[src/rtl/bemicrocv_pkg.sv]
// Shared board definitions: button/LED polarities and debounce FSM encodings.
package bemicrocv_pkg;

    // Board push-buttons pull low when pressed
    localparam logic TACT_ON  = 1'b0;
    localparam logic TACT_OFF = 1'b1;

    // Board LEDs are lit by a high level
    localparam logic LED_ON   = 1'b1;
    localparam logic LED_OFF  = 1'b0;

    typedef enum logic [1:0] {
        ST_RELEASED     = 2'd0,
        ST_PRESS_WAIT   = 2'd1,
        ST_PRESSED      = 2'd2,
        ST_RELEASE_WAIT = 2'd3
    } db_state_t;

endpackage

[src/rtl/tact_sync.sv]
// Two-flop synchroniser for an asynchronous board button pin.
module tact_sync #(
    parameter logic RST_VAL = bemicrocv_pkg::TACT_OFF
) (
    input  logic CLK_24MHz,
    input  logic RST,
    input  logic pin_async,
    output logic pin_sync
);

    logic s1_q;

    // Two-stage capture; both stages reset to the idle pin level
    always_ff @(posedge CLK_24MHz) begin
        if (RST) begin
            s1_q     <= RST_VAL;
            pin_sync <= RST_VAL;
        end else begin
            s1_q     <= pin_async;
            pin_sync <= s1_q;
        end
    end

endmodule

[src/rtl/tact_debounce.sv]
// Debounces the Tact1 button: clean level, press/release pulses and a long-hold pulse.
module tact_debounce #(
    parameter logic        TACT_ON     = bemicrocv_pkg::TACT_ON,
    parameter int unsigned DB_CYCLES   = 240000,
    parameter int unsigned W_DB        = 18,
    parameter int unsigned LONG_CYCLES = 24000000,
    parameter int unsigned W_LONG      = 25
) (
    input  logic CLK_24MHz,
    input  logic RST,
    input  logic Tact1,
    output logic Tact_clean,
    output logic Tact_level,
    output logic Tact_press,
    output logic Tact_release,
    output logic Tact_long
);

    import bemicrocv_pkg::*;

    localparam logic              TACT_OFF  = ~TACT_ON;
    localparam logic [W_DB-1:0]   DB_LAST   = W_DB'(DB_CYCLES - 1);
    localparam logic [W_LONG-1:0] LONG_LAST = W_LONG'(LONG_CYCLES - 1);

    logic              s;
    db_state_t         state_q, state_d;
    logic [W_DB-1:0]   db_cnt_q, db_cnt_d;
    logic [W_LONG-1:0] long_cnt_q, long_cnt_d;
    logic              long_done_q, long_done_d;
    logic              press_d, release_d, long_d;

    tact_sync #(
        .RST_VAL (TACT_OFF)
    ) u_sync (
        .CLK_24MHz (CLK_24MHz),
        .RST       (RST),
        .pin_async (Tact1),
        .pin_sync  (s)
    );

    // Next-state, counter and pulse decode
    always_comb begin
        state_d     = state_q;
        db_cnt_d    = db_cnt_q;
        long_cnt_d  = long_cnt_q;
        long_done_d = long_done_q;
        press_d     = 1'b0;
        release_d   = 1'b0;
        long_d      = 1'b0;
        unique case (state_q)
            ST_RELEASED: begin
                if (s == TACT_ON) begin
                    state_d  = ST_PRESS_WAIT;
                    db_cnt_d = '0;
                end
            end
            ST_PRESS_WAIT: begin
                if (s == TACT_OFF) begin
                    state_d = ST_RELEASED;
                end else if (db_cnt_q == DB_LAST) begin
                    state_d     = ST_PRESSED;
                    press_d     = 1'b1;
                    long_cnt_d  = '0;
                    long_done_d = 1'b0;
                end else begin
                    db_cnt_d = db_cnt_q + 1'b1;
                end
            end
            ST_PRESSED: begin
                if (s == TACT_OFF) begin
                    state_d  = ST_RELEASE_WAIT;
                    db_cnt_d = '0;
                end else if (!long_done_q && long_cnt_q == LONG_LAST) begin
                    long_d      = 1'b1;
                    long_done_d = 1'b1;
                end else if (!long_done_q) begin
                    long_cnt_d = long_cnt_q + 1'b1;
                end
            end
            ST_RELEASE_WAIT: begin
                // Hold timer is frozen here so a short glitch only delays Tact_long
                if (s == TACT_ON) begin
                    state_d = ST_PRESSED;
                end else if (db_cnt_q == DB_LAST) begin
                    state_d   = ST_RELEASED;
                    release_d = 1'b1;
                end else begin
                    db_cnt_d = db_cnt_q + 1'b1;
                end
            end
            default: state_d = ST_RELEASED;
        endcase
    end

    // State, counters and registered pulse outputs
    always_ff @(posedge CLK_24MHz) begin
        if (RST) begin
            state_q      <= ST_RELEASED;
            db_cnt_q     <= '0;
            long_cnt_q   <= '0;
            long_done_q  <= 1'b0;
            Tact_press   <= 1'b0;
            Tact_release <= 1'b0;
            Tact_long    <= 1'b0;
        end else begin
            state_q      <= state_d;
            db_cnt_q     <= db_cnt_d;
            long_cnt_q   <= long_cnt_d;
            long_done_q  <= long_done_d;
            Tact_press   <= press_d;
            Tact_release <= release_d;
            Tact_long    <= long_d;
        end
    end

    assign Tact_level = (state_q == ST_PRESSED) || (state_q == ST_RELEASE_WAIT);
    assign Tact_clean = Tact_level ? TACT_ON : TACT_OFF;

endmodule

[config.mk]
export PLATFORM = sky130hd
export DESIGN_NAME = tact_debounce
export DESIGN_NICKNAME = d
export VERILOG_FILES = /design/src/rtl/bemicrocv_pkg.sv /design/src/rtl/tact_sync.sv /design/src/rtl/tact_debounce.sv
export SDC_FILE = /design/constraint.sdc
export NUM_CORES = 1
export LEC_CHECK = 0
export CORE_MARGIN = 5
export CORE_UTILIZATION = 55
export CTS_CLUSTER_DIAMETER = 120
export DETAILED_ROUTE_END_ITERATION = 8
export GPL_TIMING_DRIVEN = 0
export PLACE_DENSITY_LB_ADDON = 0.25
export RECOVER_POWER = 100
export SKIP_CTS_REPAIR_TIMING = 1
export SLEW_MARGIN = 5
export SYNTH_ARGS = -nofsm -noshare
export SYNTH_HDL_FRONTEND = slang
export SYNTH_SLANG_ARGS = --single-unit
[constraint.sdc]
create_clock -name CLK_24MHz -period 2.5 [get_ports CLK_24MHz]
set_clock_uncertainty 0.15 [all_clocks]
set_input_delay 0.25 -clock CLK_24MHz [delete_from_list [all_inputs] [get_ports CLK_24MHz]]
set_output_delay 0.25 -clock CLK_24MHz [all_outputs]
set_load 0.05 [all_outputs]
# --- After elaboration in Yosys (flattened, before gate mapping) ---
# Index checks and enable logic that the tools add are counted.
word_totals:
  reg_bits: 51
  in_bits: 3
classes:
  bitwise: 4
  addsub: 2
  reduce_logical: 12
  n_mux: 27
  eq_ne: 16
op_table:
  columns: ["operator", "count"]
  rows:
  - ["$mux W25", 5]
  - ["$mux W18", 5]
  - ["$pmux W18 S4", 1]
  - ["$pmux W25 S2", 1]
  - ["$add A25 B1 Y25 const B", 1]
  - ["$eq A25 B25 Y1 const B", 1]
  - ["$add A18 B1 Y18 const B", 1]
  - ["$eq A18 B18 Y1 const B", 1]
  - ["$ne A2 B2 Y1 const B", 7]
  - ["$mux W2", 6]
  - ["$reduce_or A3 Y1", 3]
  - ["$pmux W2 S4", 1]
  - ["$reduce_and A4 Y1", 2]
  - ["$mux W1", 7]
  - ["$reduce_and A6 Y1", 1]
  - ["$reduce_and A5 Y1", 1]
  - ["$eq A2 B2 Y1 const B", 2]
  - ["$ne A2 B1 Y1 const B", 2]
  - ["$not A1 Y1", 4]
  - ["$ne A3 B2 Y1 const B", 1]
  - ["$ne A3 B3 Y1 const B", 1]
  - ["$eq A2 B1 Y1 const B", 1]
  - ["$logic_not A2 Y1", 1]
  - ["$pmux W1 S2", 1]
  - ["4 further kinds", 4]

# --- Logic depth before layout (Yosys ltp) ---
# Gate-level depths: netlist of the first run.
depth:
  word_depth: 5
  depth_mapped: 9
  depth_no_buf: 7

# --- Hierarchy ---
# From an unflattened synthesis of the first run, not the netlist that was laid out.
hier_totals:
  hier_cells: 326
  hier_area_um2: 2770.2
by_module_without_submodules:
  columns: ["module", "instances", "cells_each", "area_each_um2"]
  rows:
  - ["tact_debounce", 1, 322, 2717.6]
  - ["tact_sync", 1, 4, 52.6]

# --- Worst setup path before layout of the first run ---
# No wires, ideal clock.
synth_path:
  kind: "reg-to-reg"
  start: "reg db_cnt_q[0]"
  end: "reg long_cnt_q[6]"
  arrival_ps: 2272
  period_less_slack_ps: 2492
  slack_ps: 8
  stages_incl_launch_ff: 9
  cell_sequence: "dfxtp_1 -> ha_1 -> nand3_2 -> nor4_4 -> a31oi_1 -> or3_1 -> buf_6 -> or4_1 -> a21oi_1"
synth_via:
  elab_chain_cells: 3
synth_lines:
  columns: ["element", "line_no", "source"]
  rows:
  - ["start, declared", "tact_debounce.sv:27", "logic [W_DB-1:0] db_cnt_q, db_cnt_d;"]
  - ["start signal, assigned", "tact_debounce.sv:107", "db_cnt_q <= db_cnt_d;"]
  - ["$eq A18 B18 Y1", "tact_debounce.sv:60", "end else if (db_cnt_q == DB_LAST) begin"]
  - ["$ne A2 B2 Y1 (no source line)", null, null]
  - ["$reduce_and A6 Y1 (no source line)", null, null]
  - ["end signal, assigned", "tact_debounce.sv:108", "long_cnt_q <= long_cnt_d;"]
  - ["end, declared", "tact_debounce.sv:28", "logic [W_LONG-1:0] long_cnt_q, long_cnt_d;"]
# No other way between the ends.
# A chain may end at the register's enable or synchronous reset.

# --- Worst setup path after layout of the first run ---
layout_path:
  start: "reg long_cnt_q[0]"
  end: "reg long_cnt_q[2]"
layout_via:
  elab_chain_cells: 5
layout_lines:
  columns: ["element", "line_no", "source"]
  rows:
  - ["$add A25 B1 Y25", "tact_debounce.sv:77", "long_cnt_d = long_cnt_q + 1'b1;"]
  - ["$mux W25", "tact_debounce.sv:76", "end else if (!long_done_q) begin"]
  - ["$mux W25", "tact_debounce.sv:73", "end else if (!long_done_q && long_cnt_q == LONG_LAST) begin"]
  - ["$mux W25", "tact_debounce.sv:70", "if (s == TACT_OFF) begin"]
  - ["$pmux W25 S2", "tact_debounce.sv:50", "unique case (state_q)"]
# Parallel ways exist; a longest one is shown, timed or not. The select of a mux whose other input is x is not followed.

==> metrics, run 1 <==
outcome=finished, violations left; failing checks=setup timing; Seq cells post-synth=51; Required @ worst endpoint=2.56 ns; Antenna Nets Post-Route=0; routed vias=2388; synth warn=0; critical path launch point=long_cnt_q[0]$_SDFFE_PP0P_; most common library cells after synthesis=dfxtp_1, nor2_1, nand3_1; area leader, netlist=dfxtp_1; Final Max Slew Viols=0; Net count, final=337; Max Freq=395 MHz; Avg Inst Size Synth=8.31 um^2; Setup Viol. Count Final=5; leakage power=1.07 nW; Starting Density=57.8%; Die Wd=78.1 um; Hold Crit Class=flip-flop to flip-flop; WL final=6.17 mm; Worst setup SP type=flip-flop; Primary FF master, synth=dfxtp_1; top sig layer=met4; wire length per cell=16.0 um; CP cell instances=ha_4 -> nand4_1 -> or3_4 -> nor4_4 -> buf_4 -> or3_1 -> buf_6 -> nor2_1 -> a221o_1; CP delay by family, top=simple AND/OR/NAND/NOR gates; drt pass-1 iters=5; layout cells sized above 1=15.3%; die area=0.00610 mm^2; syn nets=312; Tcrit/Tclk final=101%; top post-synthesis cells by area=dfxtp_1, nor2_1, xor2_1; CP peak stage delay=0.39 ns; total gr overflow=0; R2R Path Start=long_cnt_q[0]$_SDFFE_PP0P_; min-delay src=u_sync.s1_q$_SDFF_PP1_; Max VDD drop=0.328 mV; critical path's slowest cell=dfxtp_4; dpl cell area=0.00269 mm^2; most numerous cell in the Yosys netlist=dfxtp_1; Clock H-tree levels=2; gr usage total=19.4%; hpwl dp=4.02 mm; drt drc=0; dpl cells=366; Slew HR=62.1%; Hold Violations, Final=0; Initial DRC Count=237; measured slew at the worst slew-check pin=0.566 ns; clk slew on worst S/H paths=0.10 ns; max_cap viols=0; Tmin final=2.53 ns; Clock Tree Buf Depth=2; RSZ-0062 raised after global routing=true; CP Buf/Inv Count=2; # diodes=0; post-route met1 wirelength=2.68 mm; Async S/R FF share, synth=0%; initial antenna violation count=0; Fin Setup TNS=-0.107 ns; met2 WL=3.02 mm; first-pass GRT wire length=9.84 mm; Non-Filler Instances=385; Post-synth EDFFs=0; design area=0.00303 mm^2; met3 routed WL=317 um; Routability Congestion=0.901; standard-cell rows=24; post-synth top area share=40.0%; die height=78.1 um; CTS Buf Count=5; Mapped Area=0.00255 mm^2; CTS tree=done; CP endpoint kind=flip-flop; Worst Path Arrival=2.59 ns; PnR worst setup slack=-0.0297 ns; Cells after Synth=307; Crit Path Max Fanout=10; R2R setup slack=-0.03 ns; clk root buf=clkbuf_8; post-DR vias/cell=6.20; clock sink count=51; I/O Buffers=7; IO Pins=8; Core ar.=0.00441 mm^2; vias in the first global route=2171; pin count of the biggest net entering global routing=17; post-synthesis cell type count=47; P&R area growth vs syn=18.8%; crit path kind=flip-flop to flip-flop; PwrDens=503 mW/mm^2; Seq/Total Area, Yosys=40.0%; clock latency on the worst-skew pair=0.31 ns; final hold slack=0.282 ns
cells in the final DEF, fill, tap and decap left out, drive strengths merged, types with 3 or more instances in the layout:
| master | Yosys | final |
|---|---|---|
| dfxtp | 51 | 51 |
| nor2 | 37 | 37 |
| nand3 | 25 | 25 |
| nand2 | 21 | 21 |
| o21ai | 19 | 19 |
| xor2 | 15 | 15 |
| clkbuf | 10 | 15 |
| and3 | 14 | 14 |
| buf | 3 | 14 |
| a21oi | 12 | 12 |
| nand4 | 9 | 9 |
| or4 | 8 | 8 |
| o31ai | 7 | 7 |
| a31oi | 7 | 7 |
| nor4 | 7 | 7 |
| inv | 6 | 6 |
| and2 | 6 | 6 |
| clkdlybuf4s50 | 0 | 6 |
| nor3 | 6 | 6 |
| or3 | 5 | 5 |
| nor2b | 4 | 4 |
| and4 | 3 | 3 |
| xnor2 | 3 | 3 |
| nand2b | 3 | 3 |
per-layer routing:
metal | GRT usage [%] | up-vias
met5 | 0 | -
met4 | 6.59 | 0
met3 | 4.46 | 18
met2 | 32.9 | 81
met1 | 24.0 | 1116
li1 | - | 1173
path summary, 6_finish.rpt:
| kind | depth (start not counted) | endpoint |
|---|---|---|
| worst min register to register | 1 | u_sync.pin_sync$_SDFF_PP1_ |
| worst max-delay path | 9 | long_cnt_q[2]$_SDFFE_PP0P_ |
| worst max register to register | 9 | long_cnt_q[2]$_SDFFE_PP0P_ |
| worst min-delay path | 1 | u_sync.pin_sync$_SDFF_PP1_ |
final cells by class:
type | count | area, um^2
clock buffers | 5 | 68.8
plain buffers | 13 | 67.6
repair buffers | 18 | 153
multi-input cells | 237 | 1550
clock inverters | 3 | 67.6
inverters | 6 | 22.5
fillers | 356 | 1380
flip-flops and latches | 51 | 1040
well taps | 52 | 65.1
state kept, by name (all words and copies together), names as in the netlist, named ones only:
| register | flops |
|---|---|
| u_sync.pin_sync | 1 |
| u_sync.s1_q | 1 |
| Tact_release | 1 |
| Tact_long | 1 |
| db_cnt_q | 18 |
| long_done_q | 1 |
| long_cnt_q | 25 |
| Tact_press | 1 |
| state_q | 1 |
metrics by stage:
stage / util (%) / setup slack [ns] / power (mW)
2_1_floorplan: - / 0.00790 / 0.854
3_3_place_gp: 60.9 / -0.436 / 0.866
3_5_place_dp: 60.9 / -0.389 / 0.867
4_1_cts: 64.0 / -0.424 / 1.53
5_1_grt: 68.7 / -0.136 / 1.58
6_report: 68.7 / -0.0297 / 1.53
cells by family after synthesis:
logic type      count (synthesis)  synth area share (%)
mux                             1                 0.392
compound gates                 59                  14.6
fa+ha+maj                       2                 0.980
flops                          51                  40.0
xor+xnor                       18                  6.18
buf+inv                        19                  3.43
simple gates                  157                  34.5
where the power goes:
part	leakage [nW]	switching, mW	internal, mW
Sequential	0.417	0.00131	0.810
Clock	0.0644	0.276	0.399
Combinational	0.586	0.0267	0.0134
No activity file was read; power rests on OpenSTA's default activity.
==> inputs of run 2 (changes only) <==
Settings changed: CORE_UTILIZATION 55 to 50.
==> run 2 against run 1 <==
The flow now finishes without violations. Critical path depth down 1. Worst setup slack better by 0.067 ns. Clock power down 24%. Via count up 1.3%. Worst hold slack worse by 0.0061 ns. Largest cell class unchanged. First-iteration DRC count down 20%. Highest routed layer unchanged.
==> metrics, run 2 (same netlist as run 1, synthesis figures left out) <==
CTS Buf Count=5 (unchanged); Die Wd=81.5 um (+4.3%); crit path kind=flip-flop to flip-flop; worst hold path stage count=1 (unchanged); clock sink count=51 (unchanged); P&R area growth vs syn=19.2%; register share of total power=59.5% (+6.3 points); CP cell instances=ha_4 -> nand3_4 -> nor4_4 -> buf_4 -> a31oi_4 -> or3_4 -> or4_4 -> a21oi_2; PnR worst setup slack=0.0377 ns (+0.0674 ns); drt drc=0 (unchanged); routed vias=2419 (+1.3%); dpl cells=384 (+4.9%); CP peak stage delay=0.49 ns (+0.10 ns); Routability Congestion=0.983 (+9.1%); die height=81.5 um (+4.3%); Largest Register=long_cnt_q; CTS tree=done; Crit Path Max Fanout=5 (-5); Clock H-tree levels=2 (unchanged); first-pass GRT wire length=9.91 mm (+0.70%); Cell Int Power=1.07 mW (-12%); max reg flops=25 (unchanged); most common cell after layout, fill and taps aside=dfxtp_1; Antenna Nets Post-Route=0 (unchanged); Max Freq=406 MHz (+2.7%); Hold Crit Class=flip-flop to flip-flop; pin count of the biggest net entering global routing=15 (-2); clk root buf=clkbuf_8; Sw Pwr=0.290 mW (-4.4%); hpwl dp=4.18 mm (+3.9%); Tmin final=2.46 ns (-0.0674 ns); Post-Place Worst Slack=-0.408 ns (-0.0194 ns); Reg2Reg Depth=8 (-1); CP delay by family, top=simple AND/OR/NAND/NOR gates; CP endpoint kind=flip-flop; outcome=finished clean; Core ar.=0.00504 mm^2 (+14%); Non-Filler Instances=402 (+4.4%); post-DR vias/cell=6.02 (-3.0%); clock latency on the worst-skew pair=0.30 ns (about the same); gr usage total=19.0% (-0.34 points); Required @ worst endpoint=2.57 ns (about the same); Starting Density=50.6% (-7.2 points); part of the power in combinational logic=2.9% (+0.3 points); die area=0.00663 mm^2 (+8.7%); Hold Violations, Final=0 (unchanged); Clock Tree Buf Depth=2 (unchanged); I/O Buffers=7 (unchanged); CP Buf/Inv Count=1 (-1); Worst setup SP type=flip-flop; wire length per cell=16.0 um (-0.33%); Clock Power Share=37.7% (-6.5 points); leakage power=1.05 nW (-1.4%); Worst Path Arrival=2.53 ns (-0.06 ns); fill cell count=430 (+21%); biggest regs=long_cnt_q (25), db_cnt_q (18); switching portion of total power=21.3% (+1.4 points); PwrDens=449 mW/mm^2 (-11%); Slew HR=61.6% (-0.57 points); IO Pins=8 (unchanged); initial antenna violation count=0 (unchanged); grt met1 use=24.4% (+0.38 points); Initial DRC Count=189 (-20%); overall power=1.36 mW (-11%); measured slew at the worst slew-check pin=0.575 ns (+0.00859 ns); drt pass-1 iters=5 (unchanged); Final Max Slew Viols=0 (unchanged); layout cells sized above 1=16.6% (+1.3 points); max_cap viols=0 (unchanged); met2 Use GR=31.7% (-1.2 points); standard-cell rows=26 (+8.3%); GR peak layer=met2; clk slew on worst S/H paths=0.09 ns (about the same); most frequent cells in the layout=dfxtp_1, nor2_1, nand3_1; Tcrit/Tclk final=98.5% (-2.7 points); M3 GR Usage=3.84% (-0.62 points); total gr overflow=0 (unchanged); Max VDD drop=0.278 mV (-15%); Setup Viol. Count Final=0 (-5); fin util=60.3% (-8.4 points); WP depth=8 (-1); WL final=6.42 mm (+4.1%); vias in the first global route=2135 (-1.7%); RSZ-0062 raised after global routing=true; Net count, final=336 (-0.30%); critical path's slowest cell=or4_4; # diodes=0 (unchanged)
[run 2: per-layer routing]
layer	wire, um	vias up
met1	2870	1150
met5	0	-
li1	-	1170
met3	267	10
met2	3210	89
met4	78	0
[run 2: final cells by class]
cell class                      instances  area [um^2]  area share [%]
Clock buffer                            8          100            3.29
Buffer                                 12         56.3            1.85
Sequential cell                        51         1040            34.1
Tap cell                               70         87.6            2.88
Timing Repair Buffer                   17          145            4.77
Multi-Input combinational cell        238         1590            52.3
Inverter                                6         22.5           0.740
[run 2: path summary, 6_finish.rpt]
| check | start | endpoint | slack, ns |
|---|---|---|---|
| setup reg to reg | db_cnt_q[0]$_SDFFE_PP0P_ | long_cnt_q[15]$_SDFFE_PP0P_ | 0.04 |
| setup / recovery | db_cnt_q[0]$_SDFFE_PP0P_ | long_cnt_q[15]$_SDFFE_PP0P_ | 0.04 |
| hold / removal | u_sync.s1_q$_SDFF_PP1_ | u_sync.pin_sync$_SDFF_PP1_ | 0.28 |
| hold reg to reg | u_sync.s1_q$_SDFF_PP1_ | u_sync.pin_sync$_SDFF_PP1_ | 0.28 |
[run 2: power groups by stage]
stage / combinational [mW] / sequential (mW) / clock (mW)
finish: 0.0392 / 0.812 / 0.514
global route: 0.0416 / 0.812 / 0.557
CTS: 0.0337 / 0.815 / 0.522
detailed placement: 0.0335 / 0.834 / 0
global placement: 0.0336 / 0.834 / 0
floorplan: 0.0206 / 0.834 / 0
[run 2: worst register-to-register path: stages, from the launching register on]
cell	delay (ns)
dfxtp_4	0.37
ha_4	0.16
nand3_4	0.09
nor4_4	0.28
buf_4	0.19
a31oi_4	0.13
or3_4	0.40
or4_4	0.49
a21oi_2	0.13
[run 2: through the flow]
stage | TNS, ns | instance area, um^2 | hold WS [ns]
after floorplan | 0 | 2550 | 0.204
after global placement | -5.00 | 2710 | 0.241
after detailed placement | -5.62 | 2710 | 0.252
after CTS | -6.22 | 2810 | 0.274
after global routing | -0.465 | 3040 | 0.279
final | 0 | 3040 | 0.276
==> inputs of run 3 (changes only) <==
Clock period 2.5 ns to 2 ns, I/O delays scaled along.
==> run 3 against run 2 <==
The flow now finishes with violations (setup timing). Sequential power rose by 24%. First-iteration DRC count shrank 14%. Sequential cell count did not move. Critical path depth grew 1. Global-route usage increased by 0.54 points. Die area did not move. Cell count rose by 1.5%. Design area grew 2.5%. Non-clock buffer count rose by 7.
==> metrics, run 3 (same netlist as run 1, synthesis figures left out) <==
outcome=finished, violations left; failing checks=setup timing; Clock H-tree levels=2 (unchanged); CP peak stage delay=0.41 ns (-0.08 ns); gr usage total=19.6% (+0.54 points); Post-Place Worst Slack=-0.846 ns (-0.437 ns); IO Pins=8 (unchanged); Largest Register=long_cnt_q; Antenna Nets Post-Route=0 (unchanged); initial antenna violation count=0 (unchanged); CTS Buf Count=5 (unchanged); Routability Congestion=0.865 (-12%); critical path's slowest cell=or3_4; routed vias=2435 (+0.66%); Hold Crit Class=flip-flop to flip-flop; first-pass GRT wire length=10.1 mm (+2.4%); Starting Density=50.6% (unchanged); fill cell count=432 (+0.47%); WL final=6.51 mm (+1.3%); Slew HR=59.5% (-2.1 points); drt pass-1 iters=4 (-1); Worst Path Arrival=2.57 ns (+0.04 ns); Max VDD drop=0.309 mV (+11%); CP Buf/Inv Count=2 (+1); Reg2Reg Depth=9 (+1); PwrDens=525 mW/mm^2 (+17%); R2R Path Start=db_cnt_q[0]$_SDFFE_PP0P_; max_cap viols=0 (unchanged); measured slew at the worst slew-check pin=0.608 ns (+0.0334 ns); clock latency on the worst-skew pair=0.31 ns (about the same); Setup Viol. Count Final=27 (+27); min-delay src=u_sync.s1_q$_SDFF_PP1_; max reg flops=25 (unchanged); wire length per cell=15.9 um (-0.17%); total gr overflow=0 (unchanged); R2R setup slack=-0.49 ns (-0.53 ns); post-DR vias/cell=5.97 (-0.82%); Hold Violations, Final=0 (unchanged); Die Wd=81.5 um (unchanged); Required @ worst endpoint=2.08 ns (-0.49 ns); Tcrit/Tclk final=124% (+26 points); leakage power=1.08 nW (+3.0%); hpwl dp=4.08 mm (-2.5%); drt drc=0 (unchanged); dpl cells=384 (unchanged); Tmin final=2.49 ns (+0.0270 ns); die height=81.5 um (unchanged); CP delay by family, top=simple AND/OR/NAND/NOR gates; P&R area growth vs syn=22.2%; Crit Path Max Fanout=5 (unchanged); WP depth=9 (+1); Net count, final=342 (+1.8%); most frequent cells in the layout=dfxtp_1, nor2_1, nand3_1; critical path launch point=db_cnt_q[0]$_SDFFE_PP0P_; crit path kind=flip-flop to flip-flop; CTS tree=done; area taken by multi-input logic gates=0.00161 mm^2 (+1.1%); worst reg2reg endpoint=long_cnt_q[15]$_SDFFE_PP0P_; clk slew on worst S/H paths=0.09 ns (about the same); clk root buf=clkbuf_8; CP Capture Point=long_cnt_q[15]$_SDFFE_PP0P_; Clock Tree Buf Depth=2 (unchanged); # diodes=0 (unchanged); Final Max Slew Viols=0 (unchanged); Worst setup SP type=flip-flop; CP endpoint kind=flip-flop; most common cell after layout, fill and taps aside=dfxtp_1; clock sink count=51 (unchanged); FF/Latch Area=0.00105 mm^2 (+0.84%); RSZ-0062 raised after global routing=true; pin count of the biggest net entering global routing=15 (unchanged); CP cell instances=ha_4 -> nand3_4 -> nor4_4 -> buf_4 -> a31oi_4 -> or3_4 -> buf_6 -> or4_1 -> a21oi_1; vias in the first global route=2175 (+1.9%); Max Freq=402 MHz (-1.1%); Non-Filler Instances=408 (+1.5%); PnR worst setup slack=-0.489 ns (-0.527 ns); die area=0.00663 mm^2 (unchanged); Initial DRC Count=162 (-14%); Core ar.=0.00504 mm^2 (unchanged); layout cells sized above 1=20.1% (+3.6 points); standard-cell rows=26 (unchanged); I/O Buffers=7 (unchanged); biggest regs=long_cnt_q (25), db_cnt_q (18)
-- run 3: worst min-delay path by stage --
stage / to / cells past startpoint
2_1_floorplan: u_sync.s1_q$_SDFF_PP1_ / 1
3_3_place_gp: u_sync.pin_sync$_SDFF_PP1_ / 1
3_5_place_dp: u_sync.pin_sync$_SDFF_PP1_ / 1
4_1_cts: u_sync.pin_sync$_SDFF_PP1_ / 1
5_1_grt: u_sync.pin_sync$_SDFF_PP1_ / 1
6_report: u_sync.pin_sync$_SDFF_PP1_ / 1
-- run 3: stage by stage --
stage	hold WS, ns	utilization (%)	setup TNS [ns]	cell area [um^2]	power [mW]
after detailed placement	0.263	55.2	-15.55	2780	1.08
after floorplan	0.154	-	-4.81	2620	1.07
after global placement	0.248	55.2	-14.93	2780	1.08
after CTS	0.285	56.7	-16.59	2860	1.65
final	0.279	61.9	-9.90	3120	1.64
after global routing	0.289	61.9	-13.65	3120	1.71
-- run 3: where the power goes --
| part | switching (mW) | leakage, nW | total (mW) | internal [mW] |
|---|---|---|---|---|
| registers | 0.00424 | 0.417 | 1.01 | 1.01 |
| logic | 0.0344 | 0.626 | 0.0533 | 0.0189 |
| clock network | 0.332 | 0.0403 | 0.572 | 0.240 |
-- run 3: area by class of cell --
class	instances	share of cell area (%)
Inverter	6	0.722
Sequential cell	51	33.6
Multi-Input combinational cell	237	51.6
Tap cell	70	2.81
Timing Repair Buffer	24	6.18
Buffer	12	2.53
Clock buffer	6	2.33
Clock inverter	2	0.241
-- run 3: metal layers --
metal,up-vias,share of wire [%],global-route usage (%)
met4,0,1.9,5.91
met3,15,5.7,4.82
met1,1165,45,25.8
met2,64,48,31.6
met5,-,0,0
li1,1191,-,-
-- run 3: worst register-to-register path: cells and delay by family, from the launching register on --
family          cells  cell delay, ns
compound gates      2            0.26
fa+ha+maj           1            0.15
buf+inv             2            0.33
flops               1            0.38
simple gates        4            1.15
